**config.mk**
```make
export PLATFORM = sky130hd
export DESIGN_NAME = request_unit
export DESIGN_NICKNAME = d
export VERILOG_FILES = /design/src/rtl/request_unit.sv
export SDC_FILE = /design/constraint.sdc
export NUM_CORES = 1
export LEC_CHECK = 0
export ABC_AREA = 1
export BUFFER_PORTS_ARGS = -buffer_cell sky130_fd_sc_hd__buf_2
export CORE_AREA = 2 2 39 41
export CTS_BUF_LIST = sky130_fd_sc_hd__clkbuf_4 sky130_fd_sc_hd__clkbuf_8
export CTS_CLUSTER_SIZE = 28
export DETAILED_ROUTE_END_ITERATION = 12
export DIE_AREA = 0 0 41 43
export PLACE_DENSITY = 0.49
export SETUP_SLACK_MARGIN = 0.4
export SLEW_MARGIN = 20
export SYNTH_ARGS = -nofsm -noshare
export SYNTH_HDL_FRONTEND = slang
export SYNTH_SLANG_ARGS = --single-unit
export TNS_END_PERCENT = 1
```
**constraint.sdc**
```tcl
create_clock -name CLK -period 0.9 [get_ports CLK]
set_input_delay 0 -clock CLK [delete_from_list [all_inputs] [get_ports CLK]]
set_output_delay 0 -clock CLK [all_outputs]
set_load 0.01 [all_outputs]
```
**src/rtl/request_unit.sv**
```systemverilog
// request_unit: memory-side sequencer for the single-cycle datapath.
// It issues exactly one instruction fetch per instruction and at most one
// data access. PC advance is gated until the instruction has fully completed.
// Optional statistics counters are enabled by the macro REQUEST_UNIT_STATS_EN.
module request_unit #(
   parameter int DATA_TIMEOUT = 0,
   parameter int CNT_W        = 32
) (
   input  logic             CLK,
   input  logic             RST,
   input  logic             ihit,
   input  logic             dhit,
   input  logic             MemRd,
   input  logic             MemWr,
   input  logic             halt,
   output logic             imemREN,
   output logic             dmemREN,
   output logic             dmemWEN,
   output logic             pc_en,
   output logic             halted,
   output logic             timeout_err
`ifdef REQUEST_UNIT_STATS_EN
   ,
   output logic [CNT_W-1:0] instr_cnt,
   output logic [CNT_W-1:0] dacc_cnt,
   output logic [CNT_W-1:0] stall_cnt
`endif
);

   typedef enum logic [1:0] {
      FETCH = 2'd0,
      DATA  = 2'd1,
      HALT  = 2'd2
   } state_e;

   localparam bit             WD_EN   = (DATA_TIMEOUT > 0);
   localparam logic [CNT_W-1:0] WD_LAST = WD_EN ? CNT_W'(DATA_TIMEOUT - 1) : '0;

   state_e           state_q, state_d;
   logic             rd_q, rd_d;
   logic             wr_q, wr_d;
   logic [CNT_W-1:0] wd_q, wd_d;
   logic             terr_q, terr_d;
   logic             adv;
   logic             wd_fire;

   // Next-state, latched access type, watchdog and PC-advance decision
   always_comb begin
      state_d = state_q;
      rd_d    = rd_q;
      wr_d    = wr_q;
      wd_d    = wd_q;
      terr_d  = terr_q;
      adv     = 1'b0;
      wd_fire = 1'b0;
      case (state_q)
         FETCH: begin
            if (ihit) begin
               if (halt) begin
                  state_d = HALT;
               end else if (MemRd || MemWr) begin
                  // a store wins when both strobes are set
                  wr_d    = MemWr;
                  rd_d    = MemRd & ~MemWr;
                  wd_d    = '0;
                  state_d = DATA;
               end else begin
                  adv = 1'b1;
               end
            end
         end
         DATA: begin
            if (dhit) begin
               adv     = 1'b1;
               rd_d    = 1'b0;
               wr_d    = 1'b0;
               state_d = FETCH;
            end else if (WD_EN && (wd_q == WD_LAST)) begin
               // abandon the access; the instruction retires so the PC moves on
               wd_fire = 1'b1;
               terr_d  = 1'b1;
               adv     = 1'b1;
               rd_d    = 1'b0;
               wr_d    = 1'b0;
               state_d = FETCH;
            end else begin
               wd_d = wd_q + 1'b1;
            end
         end
         HALT: begin
            state_d = HALT;
         end
         default: begin
            state_d = FETCH;
            rd_d    = 1'b0;
            wr_d    = 1'b0;
         end
      endcase
   end

   // State registers with synchronous reset
   always_ff @(posedge CLK) begin
      if (RST) begin
         state_q <= FETCH;
         rd_q    <= 1'b0;
         wr_q    <= 1'b0;
         wd_q    <= '0;
         terr_q  <= 1'b0;
      end else begin
         state_q <= state_d;
         rd_q    <= rd_d;
         wr_q    <= wr_d;
         wd_q    <= wd_d;
         terr_q  <= terr_d;
      end
   end

   // Outputs derive from state; reset forces them low in the same cycle
   always_comb begin
      imemREN     = ~RST & (state_q == FETCH);
      dmemREN     = ~RST & (state_q == DATA) & rd_q;
      dmemWEN     = ~RST & (state_q == DATA) & wr_q;
      pc_en       = ~RST & adv;
      halted      = ~RST & (state_q == HALT);
      timeout_err = ~RST & (terr_q | wd_fire);
   end

`ifdef REQUEST_UNIT_STATS_EN
   logic [CNT_W-1:0] instr_q, dacc_q, stall_q;

   // Wrapping statistics counters, frozen while halted
   always_ff @(posedge CLK) begin
      if (RST) begin
         instr_q <= '0;
         dacc_q  <= '0;
         stall_q <= '0;
      end else if (state_q != HALT) begin
         if (adv)                         instr_q <= instr_q + 1'b1;
         if ((state_q == DATA) && dhit)   dacc_q  <= dacc_q + 1'b1;
         if ((state_q == DATA) && !dhit)  stall_q <= stall_q + 1'b1;
      end
   end

   assign instr_cnt = instr_q;
   assign dacc_cnt  = dacc_q;
   assign stall_cnt = stall_q;
`endif

endmodule
```
Yosys cells after proc, flatten, opt, wreduce, memory -nomap -nowiden
Index checks and enable logic that the tools add are counted.
{ "classes": {"n_reduce_logical": 4, "bitwise": 10, "n_eq_ne": 7, "n_mux": 19} }
{ "ops": {"columns": ["cell", "n"], "rows": [
  ["2-to-1 mux 1 bit", 11],
  ["2-to-1 mux 2 bit", 4],
  ["!= test 2 bit, second input constant", 4],
  ["bitwise AND 1 bit", 7],
  ["one-hot mux 1 bit (3 select lines)", 2],
  ["one-hot mux 2 bit (3 select lines)", 1],
  ["AND reduction 5 bit", 1],
  ["!= test 3 bit, second input constant", 1],
  ["NOT 1 bit", 3],
  ["AND reduction 3 bit", 1],
  ["equality test 2 x 1 -> 1 bit, second input constant", 1],
  ["equality test 2 bit, second input constant", 1],
  ["logical NOT 2 bit", 1],
  ["one-hot mux 1 bit (2 select lines)", 1],
  ["logical OR 1 bit", 1]
]} }
{ "totals": {"in_bits": 7, "output_inout_bits": 6, "elab_cells": 43, "reg_bits": 4} }

Logic depth before layout (Yosys ltp)
Gate-level depths: netlist of the first run.
{ "logic_depth": {"word_depth": 6, "depth_mapped": 7, "mapped_depth_nobuf": 7} }

Worst setup path after synthesis of the first run
No wires, ideal clock.
{ "synth_path": {"kind": "reg-to-reg", "start": "reg state_q[1]", "end": "reg state_q[0]", "required_time_ns": 0.786, "period_less_slack_ns": 0.969, "setup_time_ns": 0.114, "n_path_buf": 0, "stages_incl_launch_ff": 7, "arrival_time_ns": 0.856, "path_slack_ns": -0.069, "cell_sequence": "dfxtp_1 > nor2_1 > nand2_1 > nor2_2 > nor2_1 > a21boi_1 > nor2_1"} }
{ "synth_between": {"elab_chain_len": 3, "word_cells_on_any_way": 8, "classes_between": "eq/ne (5); mux (1); reduce/logical (2)"} }
{ "synth_lines": {"columns": ["item", "line", "text"], "rows": [
  ["start: declaration", "39", "state_e state_q, state_d;"],
  ["start signal: assignment", "110", "state_q <= state_d;"],
  ["equality test 2 x 1 -> 1 bit or logical NOT 2 bit (tied branches)", "56", "case (state_q)"],
  ["!= test 2 bit (no source line) or != test 3 bit (tied branches)", null, null],
  ["AND reduction 3 bit (no source line)", null, null]
]} }
Parallel ways exist; a longest one is shown, timed or not.
A chain may end at the register's enable or synchronous reset.

Worst setup path after layout of the first run
{ "layout_path": {"start": "reg state_q[1]", "end": "out pc_en"} }
{ "layout_between": {"elab_chain_len": 3, "word_cells_on_any_way": 4, "classes_between": "eq/ne (1); mux (1); bitwise (1); reduce/logical (1)"} }
{ "layout_lines": {"columns": ["item", "line", "text"], "rows": [
  ["equality test 2 x 1 -> 1 bit or logical NOT 2 bit (tied branches)", "56", null],
  ["one-hot mux 1 bit (2 select lines) (*)", "56", null],
  ["bitwise AND 1 bit (*)", "123", "pc_en = ~RST & adv;"],
  ["end: declaration", "19", "output logic pc_en,"]
]} }
Mark *: on every way between the ends. The rest lies on a longest branch, timed or not.

==> impl_results.md, run 1 <==
- First-pass GRT wire length: 1050 um
- Cts hold-fix bufs: 0
- Most instantiated cells after synthesis: 10 x nor2_1, 9 x inv_1, 5 x nand2_1, 4 x dfxtp_1, 3 x nand3_1
- Final Setup Violations: 9
- Worst Hold Class: primary input to flip-flop
- Area delta synth->final: 61.8%
- Peak supply drop: 0.428 mV
- Max-slew violations: 0
- Yosys warning count: 0
- Sequential share of the synthesized area: 0.291
- Clock Skew: 0.0111 ns
- Final worst path period share: 1.28
- Failing checks: setup timing
- CTS HTree Levels: 1
- Dpl ws: -0.131 ns
- Reg clk slew, reported paths: 0.05 ns
- I/O Buffers: 11
- Cts bufs inserted: 3
- Crit-path slowest cell: dfxtp_4
- Crit start category: flip-flop
- Critical Path Max Stage Delay: 0.35 ns
- Primary FF master, synth: dfxtp_1
- Post-DR wirelength/cell: 9.26 um
- Row count: 14
- Share of layout cells above drive strength 1: 0.516
- Synth top area share: 0.291
- CTS tree: built
- Placed Area: 382 um2
- GRT Overall Usage: 0.102
- WL final: 741 um
- Largest net degree at the start of global routing: 7
- Leak: 0.228 nW
- Crit-path cells: nor2_4, nand2_2, nor2_2, nand3_1, o21ai_1, buf_2
- Initial DRT Pass Iterations: 3
- Clk buf depth: 2
- Top cell type by total area after synthesis: dfxtp_1
- Clock Latency Late Sink: 0.25 ns
- Placed cells: 75
- Final instance area: 445 um2
- Syn Inst Count: 45
- Pwr dens: 1470 nW/um2
- Finished Layout Cells: 80
- Max cap viols: 0
- Outcome: complete, but fails checks
- Die area: 1760 um2
- Top Ports: 13
- Starting Density: 0.199
- CP arrival: 1.15 ns
- Clock Tree Root: clkbuf_4
- Post-synth EDFFs: 0
- Asr flop ratio synth: 0
- Post-route ant nets: 0
- Drt first-iter violations: 5
- Power Total: 0.655 mW
- TritonCTS sink count: 4
- CP max FO: 3
- Die extent in x: 41 um
- GP Congestion: 0.728
- Seq cells post-synth: 4
- DR vias/cell: 4.23
- N_diodes: 0
- Netlist cell types: 18
- Kind of critical path: flip-flop to primary output
- Critical Path End Type: primary output
- Initial antenna violation count: 0
- Via count: 338
- Vias in the first global route: 271
- Die Y: 43 um
- Synthesized area per cell: 6.12 um2
- Post-Synthesis Cell Area: 275 um2
- PnR worst setup slack: -0.253 ns
- Total grt overflow: 0
- Most frequent cell after synthesis: nor2_1
- Hold Violations, Final: 0
- Data required time of the worst path: 0.90 ns
- Placeable Area: 1380 um2
- Minimum clock period after layout: 1.15 ns
- Drc violations: 0
- RSZ-0062 raised after global routing: yes
- # nets final: 73
- Top cells by area, synth: dfxtp_1 29%, nor2_1 14%, inv_1 12%
- Fill cells: 166
- Fmax: 868 MHz
- Post-synthesis net count: 52
-- cell families after synthesis --
logic type / Yosys count / synth area share
other cells: 1 / 0.0136
flops: 4 / 0.291
compound gates: 6 / 0.155
simple gates: 24 / 0.391
buf+inv: 10 / 0.150
-- layout by cell type (no fill, tap or decap), types with 3 or more instances in the layout --
| master | instances |
|---|---|
| buf_2 | 11 |
| buf_4 | 6 |
| clkbuf_4 | 3 |
| inv_1 | 8 |
| nand2_1 | 4 |
| nor2_1 | 9 |
-- layer usage --
metal  routed length [um]  part of all wire  vias up  global-route usage
met3                   46             0.062        4              0.0628
met1                  328              0.44      146              0.0965
li1                     -                 -      177                   -
met4                   34             0.046        0               0.120
met2                  332              0.45       11               0.131
met5                    0                 0        -                   0
-- timing repair --
item,in CTS,in global routing
resized for setup,5,4
pin swaps,2,1
setup endpoints to repair,9,9
buffers inserted,2,0
-- cell type report --
| cell class | count | area [um2] | area share |
|---|---|---|---|
| multi-input combinational | 31 | 184 | 0.413 |
| timing repair buffer | 17 | 100 | 0.225 |
| sequential | 4 | 85.1 | 0.191 |
| inverter | 9 | 33.8 | 0.0758 |
| clock buffer | 3 | 22.5 | 0.0506 |
| tap | 16 | 20.0 | 0.0449 |
-- critical path, delay by kind of cell, from the launching register on --
| family | cells | cell delay, ns |
|---|---|---|
| AND/OR/NAND/NOR | 4 | 0.34 |
| buffers and inverters | 1 | 0.14 |
| AO/OA/AOI/OAI | 1 | 0.07 |
| flip-flops | 1 | 0.35 |
-- power breakdown --
group          leakage (nW)  switching [mW]  internal [mW]
Clock                0.0138          0.0910          0.150
Combinational         0.180           0.110         0.0929
Sequential           0.0339          0.0163          0.195
-- worst paths after layout --
check,start,endpoint,slack (ns),cells after the start
max,state_q[1]$_SDFFE_PP0P_,pc_en,-0.25,6
min,MemRd,rd_q$_SDFFE_PP0P_,0.02,3
max reg2reg,state_q[0]$_SDFFE_PP0P_,wr_q$_SDFFE_PP0P_,-0.19,7
min reg2reg,wr_q$_SDFFE_PP0P_,wr_q$_SDFFE_PP0P_,0.48,2
-- state kept, by name, indices dropped and copies added (netlist names) --
name / flops
state_q: 2
rd_q: 1
wr_q: 1
-- metrics by stage --
stage	setup TNS, ns	utilization	hold WS [ns]
floorplan	-0.0880	-	0.0475
global placement	-0.412	0.276	0.255
detailed placement	-0.456	0.276	0.259
CTS	-1.65	0.313	0.0117
global route	-2.18	0.322	0.0252
finish	-1.53	0.322	0.0204
No activity file was read; power rests on OpenSTA's default activity.
==> run 2: changes to the inputs <==
- clock period: 0.9 -> 0.94 ns (I/O delays scaled with it)
==> impl_results.md, run 2 (same netlist as run 1, synthesis figures left out) <==
- Outcome: complete, but fails checks
- Failing checks: setup timing
- Placeable Area: 1380 um2 (unchanged)
- Post-route ant nets: 0 (unchanged)
- Share of layout cells above drive strength 1: 0.531 (+0.0156)
- Clk buf depth: 2 (unchanged)
- Post-route setup TNS: -1.33 ns (+0.199 ns)
- Most frequent cells in the layout: 11 x buf_2, 9 x nor2_1, 8 x inv_1
- Data required time of the worst path: 0.94 ns (+0.04 ns)
- Power Total: 0.629 mW (-4.0%)
- R2r startpoint: state_q[0]$_SDFFE_PP0P_
- Fin util: 0.326 (+0.00452)
- Top Ports: 13 (unchanged)
- PnR worst setup slack: -0.227 ns (+0.0256 ns)
- GRT Overall Usage: 0.107 (+0.00491)
- Final instance area: 452 um2 (+1.4%)
- Leak: 0.228 nW (+0.34%)
- RSZ-0062 raised after global routing: yes
- Minimum clock period after layout: 1.17 ns
- First-pass GRT wire length: 1220 um (+17%)
- Initial antenna violation count: 0 (unchanged)
- Largest regs: state_q x2, rd_q x1, wr_q x1
- N_diodes: 0 (unchanged)
- Post-DR wirelength/cell: 9.73 um (+5.0%)
- Max FFs per register: 2 (unchanged)
- Clock Skew: 0.00668 ns (-0.00442 ns)
- Fmax: 857 MHz
- Hold Startpoint: MemRd
- CTS tree: built
- Kind of critical path: flip-flop to primary output
- GP Congestion: 0.753 (+3.4%)
- Pwr dens: 1390 nW/um2 (-5.3%)
- Worst setup startpoint: state_q[0]$_SDFFE_PP0P_
- R2R depth: 7 (unchanged)
- DR vias/cell: 4.25 (+0.59%)
- WL final: 778 um (+5.0%)
- Total grt overflow: 0 (unchanged)
- Hold Violations, Final: 0 (unchanged)
- Detailed Place HPWL: 549 um
- Peak supply drop: 0.369 mV (-14%)
- Cts bufs inserted: 3 (unchanged)
- Row count: 14 (unchanged)
- I/O Buffers: 11 (unchanged)
- Dpl ws: -0.110 ns (+0.0218 ns)
- Worst Hold Class: primary input to flip-flop
- Reg clk slew, reported paths: 0.04 ns (about the same)
- Starting Density: 0.199 (unchanged)
- Final worst path period share: 1.24
- WHS Path Cells: 3 (unchanged)
- Critical Path End Type: primary output
- Die area: 1760 um2 (unchanged)
- Clock Latency Late Sink: 0.24 ns (about the same)
- Drt first-iter violations: 8 (+3)
- Largest net degree at the start of global routing: 7 (unchanged)
- CP arrival: 1.17 ns (+0.02 ns)
- FF-to-FF setup slack: -0.18 ns (about the same)
- Commonest non-fill, non-tap cell in the layout: buf_2
- Initial DRT Pass Iterations: 4 (+1)
- Max-slew violations: 0 (unchanged)
- Final Setup Violations: 9 (unchanged)
- Die Y: 43 um (unchanged)
- Vias in the first global route: 313 (+15%)
- Placed Area: 382 um2 (unchanged)
- TritonCTS sink count: 4 (unchanged)
- Largest Register: state_q
- Clock Tree Root: clkbuf_4
- Max cap viols: 0 (unchanged)
- CP max FO: 4 (+1)
- Crit start category: flip-flop
- Via count: 340 (+0.59%)
- Area delta synth->final: 64.1%
- # nets final: 73 (unchanged)
- Cts hold-fix bufs: 0 (unchanged)
- Die extent in x: 41 um (unchanged)
- Drc violations: 0 (unchanged)
- CTS HTree Levels: 1 (unchanged)
- Fill cells: 166 (unchanged)
==> run 2: final timing paths <==
| path | to |
|---|---|
| min | rd_q$_SDFFE_PP0P_ |
| min reg2reg | wr_q$_SDFFE_PP0P_ |
| max reg2reg | wr_q$_SDFFE_PP0P_ |
| max | pc_en |
==> run 2: report_power, final <==
group / total (mW) / switching, mW / internal (mW)
sequential: 0.202 / 0.0149 / 0.187
clock: 0.227 / 0.0837 / 0.144
combinational: 0.200 / 0.110 / 0.0900
==> run 2: worst max-delay path, stage by stage, from the launching register on <==
cell and delay, ns:
dfxtp_2 0.34, nor2_4 0.12, nand2_2 0.07, nor2_2 0.10, nand3_1 0.08, o21ai_0 0.07
buf_2 0.15
==> run 2: metrics by stage <==
stage          hold WS, ns  cells
4_1_cts             0.0137     80
3_5_place_dp         0.253     75
5_1_grt             0.0370     80
2_1_floorplan       0.0475     45
3_3_place_gp         0.254     75
6_report            0.0230     80
==> run 2: layout make-up <==
class                           count  area (um2)  share of cell area
Clock buffer                        3        22.5              0.0499
Inverter                            9        33.8              0.0748
Multi-Input combinational cell     31         190               0.421
Sequential cell                     4        85.1               0.188
Tap cell                           16        20.0              0.0443
Timing Repair Buffer               17         100               0.222
==> run 2: layer usage <==
metal | wire length (um) | GRT usage | share of wire | vias to the layer above
met2 | 421 | 0.175 | 0.54 | 10
met3 | 33 | 0.0628 | 0.042 | 0
met5 | 0 | 0 | 0 | -
li1 | - | - | - | 177
met1 | 323 | 0.106 | 0.42 | 153
met4 | 0 | 0.0400 | 0 | 0
==> run 2: timing repair <==
| item | CTS | global route |
|---|---|---|
| cloned | 0 | 0 |
| pin swaps | 3 | 1 |
| buffers inserted | 2 | 0 |
| endpoints found under the setup margin | 9 | 9 |
| endpoints found under the hold margin | 0 | 0 |
| gates resized for setup | 9 | 0 |
==> run 3: changes to the inputs <==
- ABC_AREA: 1 -> unset
- PLACE_DENSITY: 0.49 -> 0.51
==> impl_results.md, run 3 <==
- Outcome: complete, but fails checks
- Failing checks: setup timing
- Reg clk slew, reported paths: 0.03 ns (about the same)
- Placeable Area: 1380 um2 (unchanged)
- CTS HTree Levels: 1 (unchanged)
- Starting Density: 0.212 (+0.0136)
- Die Y: 43 um (unchanged)
- Critical Path Max Stage Delay: 0.47 ns (+0.13 ns)
- Final Setup Violations: 9 (unchanged)
- Post-route setup TNS: -2.98 ns (-1.65 ns)
- Die area: 1760 um2 (unchanged)
- Synth top area share: 0.272 (-0.0186)
- Top Ports: 13 (unchanged)
- Max FFs per register: 2 (unchanged)
- Data required time of the worst path: 0.94 ns (about the same)
- Post-route ant nets: 0 (unchanged)
- CP max FO: 2 (-2)
- PnR worst setup slack: -0.704 ns (-0.477 ns)
- I/O Buffers: 11 (unchanged)
- WL final: 872 um (+12%)
- Netlist cell types: 26 (+8)
- Seq cells post-synth: 4 (unchanged)
- Syn Inst Count: 35 (-22%)
- Final instance area: 489 um2 (+8.3%)
- Most instantiated cells after synthesis: 4 x dfxtp_1, 3 x a21oi_1
- Power Total: 0.593 mW (-5.7%)
- Dpl ws: -0.520 ns (-0.410 ns)
- Synthesized area per cell: 8.40 um2 (+37%)
- Placed cells: 67 (-11%)
- Clock Tree Root: clkbuf_4
- CTS tree: built
- Finished Layout Cells: 71 (-11%)
- Fill cells: 154 (-7.2%)
- Hold Violations, Final: 0 (unchanged)
- Largest delay share family, worst path: simple AND/OR/NAND/NOR gates
- Initial antenna violation count: 0 (unchanged)
- Kind of critical path: flip-flop to primary output
- Final Hold Slack: 0.0690 ns (+0.0460 ns)
- Most frequent cell after synthesis: dfxtp_1
- Minimum clock period after layout: 1.64 ns (+0.477 ns)
- GRT Overall Usage: 0.121 (+0.0142)
- Post-Synthesis Cell Area: 294 um2 (+6.8%)
- Vias in the first global route: 363 (+16%)
- Max cap viols: 0 (unchanged)
- Clk buf depth: 2 (unchanged)
- Sequential share of the synthesized area: 0.272 (-0.0186)
- # nets final: 64 (-12%)
- Cts hold-fix bufs: 0 (unchanged)
- N_diodes: 0 (unchanged)
- Yosys warning count: 0 (unchanged)
- Leak: 0.211 nW (-7.8%)
- WP depth: 4 (-2)
- CP bufs+invs: 1 (unchanged)
- RSZ-0062 raised after global routing: yes
- Fin util: 0.354 (+0.0271)
- Via count: 337 (-0.88%)
- Peak supply drop: 0.465 mV (+26%)
- Fmax: 608 MHz (-29%)
- First-pass GRT wire length: 1430 um (+17%)
- Clock Skew: 0.00141 ns (-0.00527 ns)
- Post-synth EDFFs: 0 (unchanged)
- Crit start category: flip-flop
- Top cells by area, synth: dfxtp_1 27%, nor4b_1 6.0%, a21oi_1 5.1%
- DR vias/cell: 4.75 (+12%)
- Post-synthesis net count: 42 (-19%)
- Drt first-iter violations: 1 (-7)
- Final worst path period share: 1.75 (+0.507)
- Largest regs: state_q x2, rd_q x1, wr_q x1
- GP Congestion: 0.758 (+0.66%)
- Drc violations: 0 (unchanged)
- Crit-path slowest cell: or4_4
- Asr flop ratio synth: 0 (unchanged)
- R2R depth: 4 (-3)
- Pwr dens: 1210 nW/um2 (-13%)
- Largest Register: state_q
- Crit-path cells: or4_4, or3b_1, a21oi_2, buf_2
- Max-slew violations: 0 (unchanged)
- Initial DRT Pass Iterations: 2 (-2)
- Top cell type by total area after synthesis: dfxtp_1
- Worst Hold Class: primary input to flip-flop
- Post-DR wirelength/cell: 12.3 um (+26%)
- Row count: 14 (unchanged)
- Critical Path End Type: primary output
- Largest net degree at the start of global routing: 10 (+3)
- Clock Latency Late Sink: 0.23 ns (about the same)
- Most frequent cells in the layout: 11 x buf_2, 7 x buf_4, 3 x clkbuf_4, 3 x buf_6
- Commonest non-fill, non-tap cell in the layout: buf_2
- Cts bufs inserted: 3 (unchanged)
- Die extent in x: 41 um (unchanged)
- TritonCTS sink count: 4 (unchanged)
- Placed Area: 422 um2 (+10%)
- Area delta synth->final: 66.4%
- WHS Path Cells: 2 (-1)
- Total grt overflow: 0 (unchanged)
- FF-to-FF setup slack: -0.48 ns (-0.30 ns)
- CP arrival: 1.64 ns (+0.47 ns)
- Primary FF master, synth: dfxtp_1
- Share of layout cells above drive strength 1: 0.618 (+0.0869)
## run 3: logic make-up after synthesis
| kind of cell | Yosys count | synth area share |
|---|---|---|
| other cells | 1 | 0.0128 |
| mux | 1 | 0.0383 |
| simple gates | 15 | 0.370 |
| compound gates | 9 | 0.226 |
| buf+inv | 5 | 0.0808 |
| flops | 4 | 0.272 |
## run 3: power breakdown
part | switching (mW) | internal, mW | total, mW
Combinational | 0.0886 | 0.105 | 0.194
Sequential | 0.0106 | 0.186 | 0.196
Clock | 0.0611 | 0.142 | 0.203
## run 3: area by class of cell
cell class / instances / area [um2] / share of cell area
Multi-Input combinational cell: 26 / 219 / 0.448
Timing Repair Buffer: 21 / 141 / 0.289
Sequential cell: 4 / 82.6 / 0.169
Clock buffer: 3 / 22.5 / 0.0460
Tap cell: 16 / 20.0 / 0.0409
Inverter: 1 / 3.75 / 0.00767
## run 3: metal layers
layer | vias up | share of wire | GRT usage
met5 | - | 0 | 0
met4 | 0 | 0.053 | 0.140
met3 | 4 | 0.023 | 0.0157
met2 | 8 | 0.54 | 0.181
met1 | 154 | 0.38 | 0.125
li1 | 171 | - | -
## run 3: final timing paths
check                                    endpoint               startpoint
worst min-delay path            rd_q$_SDFFE_PP0P_                      RST
worst max-delay path                        pc_en  state_q[0]$_SDFFE_PP0P_
worst min register to register  rd_q$_SDFFE_PP0P_        rd_q$_SDFFE_PP0P_
worst max register to register  rd_q$_SDFFE_PP0P_  state_q[0]$_SDFFE_PP0P_
## run 3: repair_timing
item / in CTS / in global routing
pin swaps: 7 / 1
setup buffers: 1 / 0
gates resized for setup: 8 / 2
endpoints found under the setup margin: 9 / 9
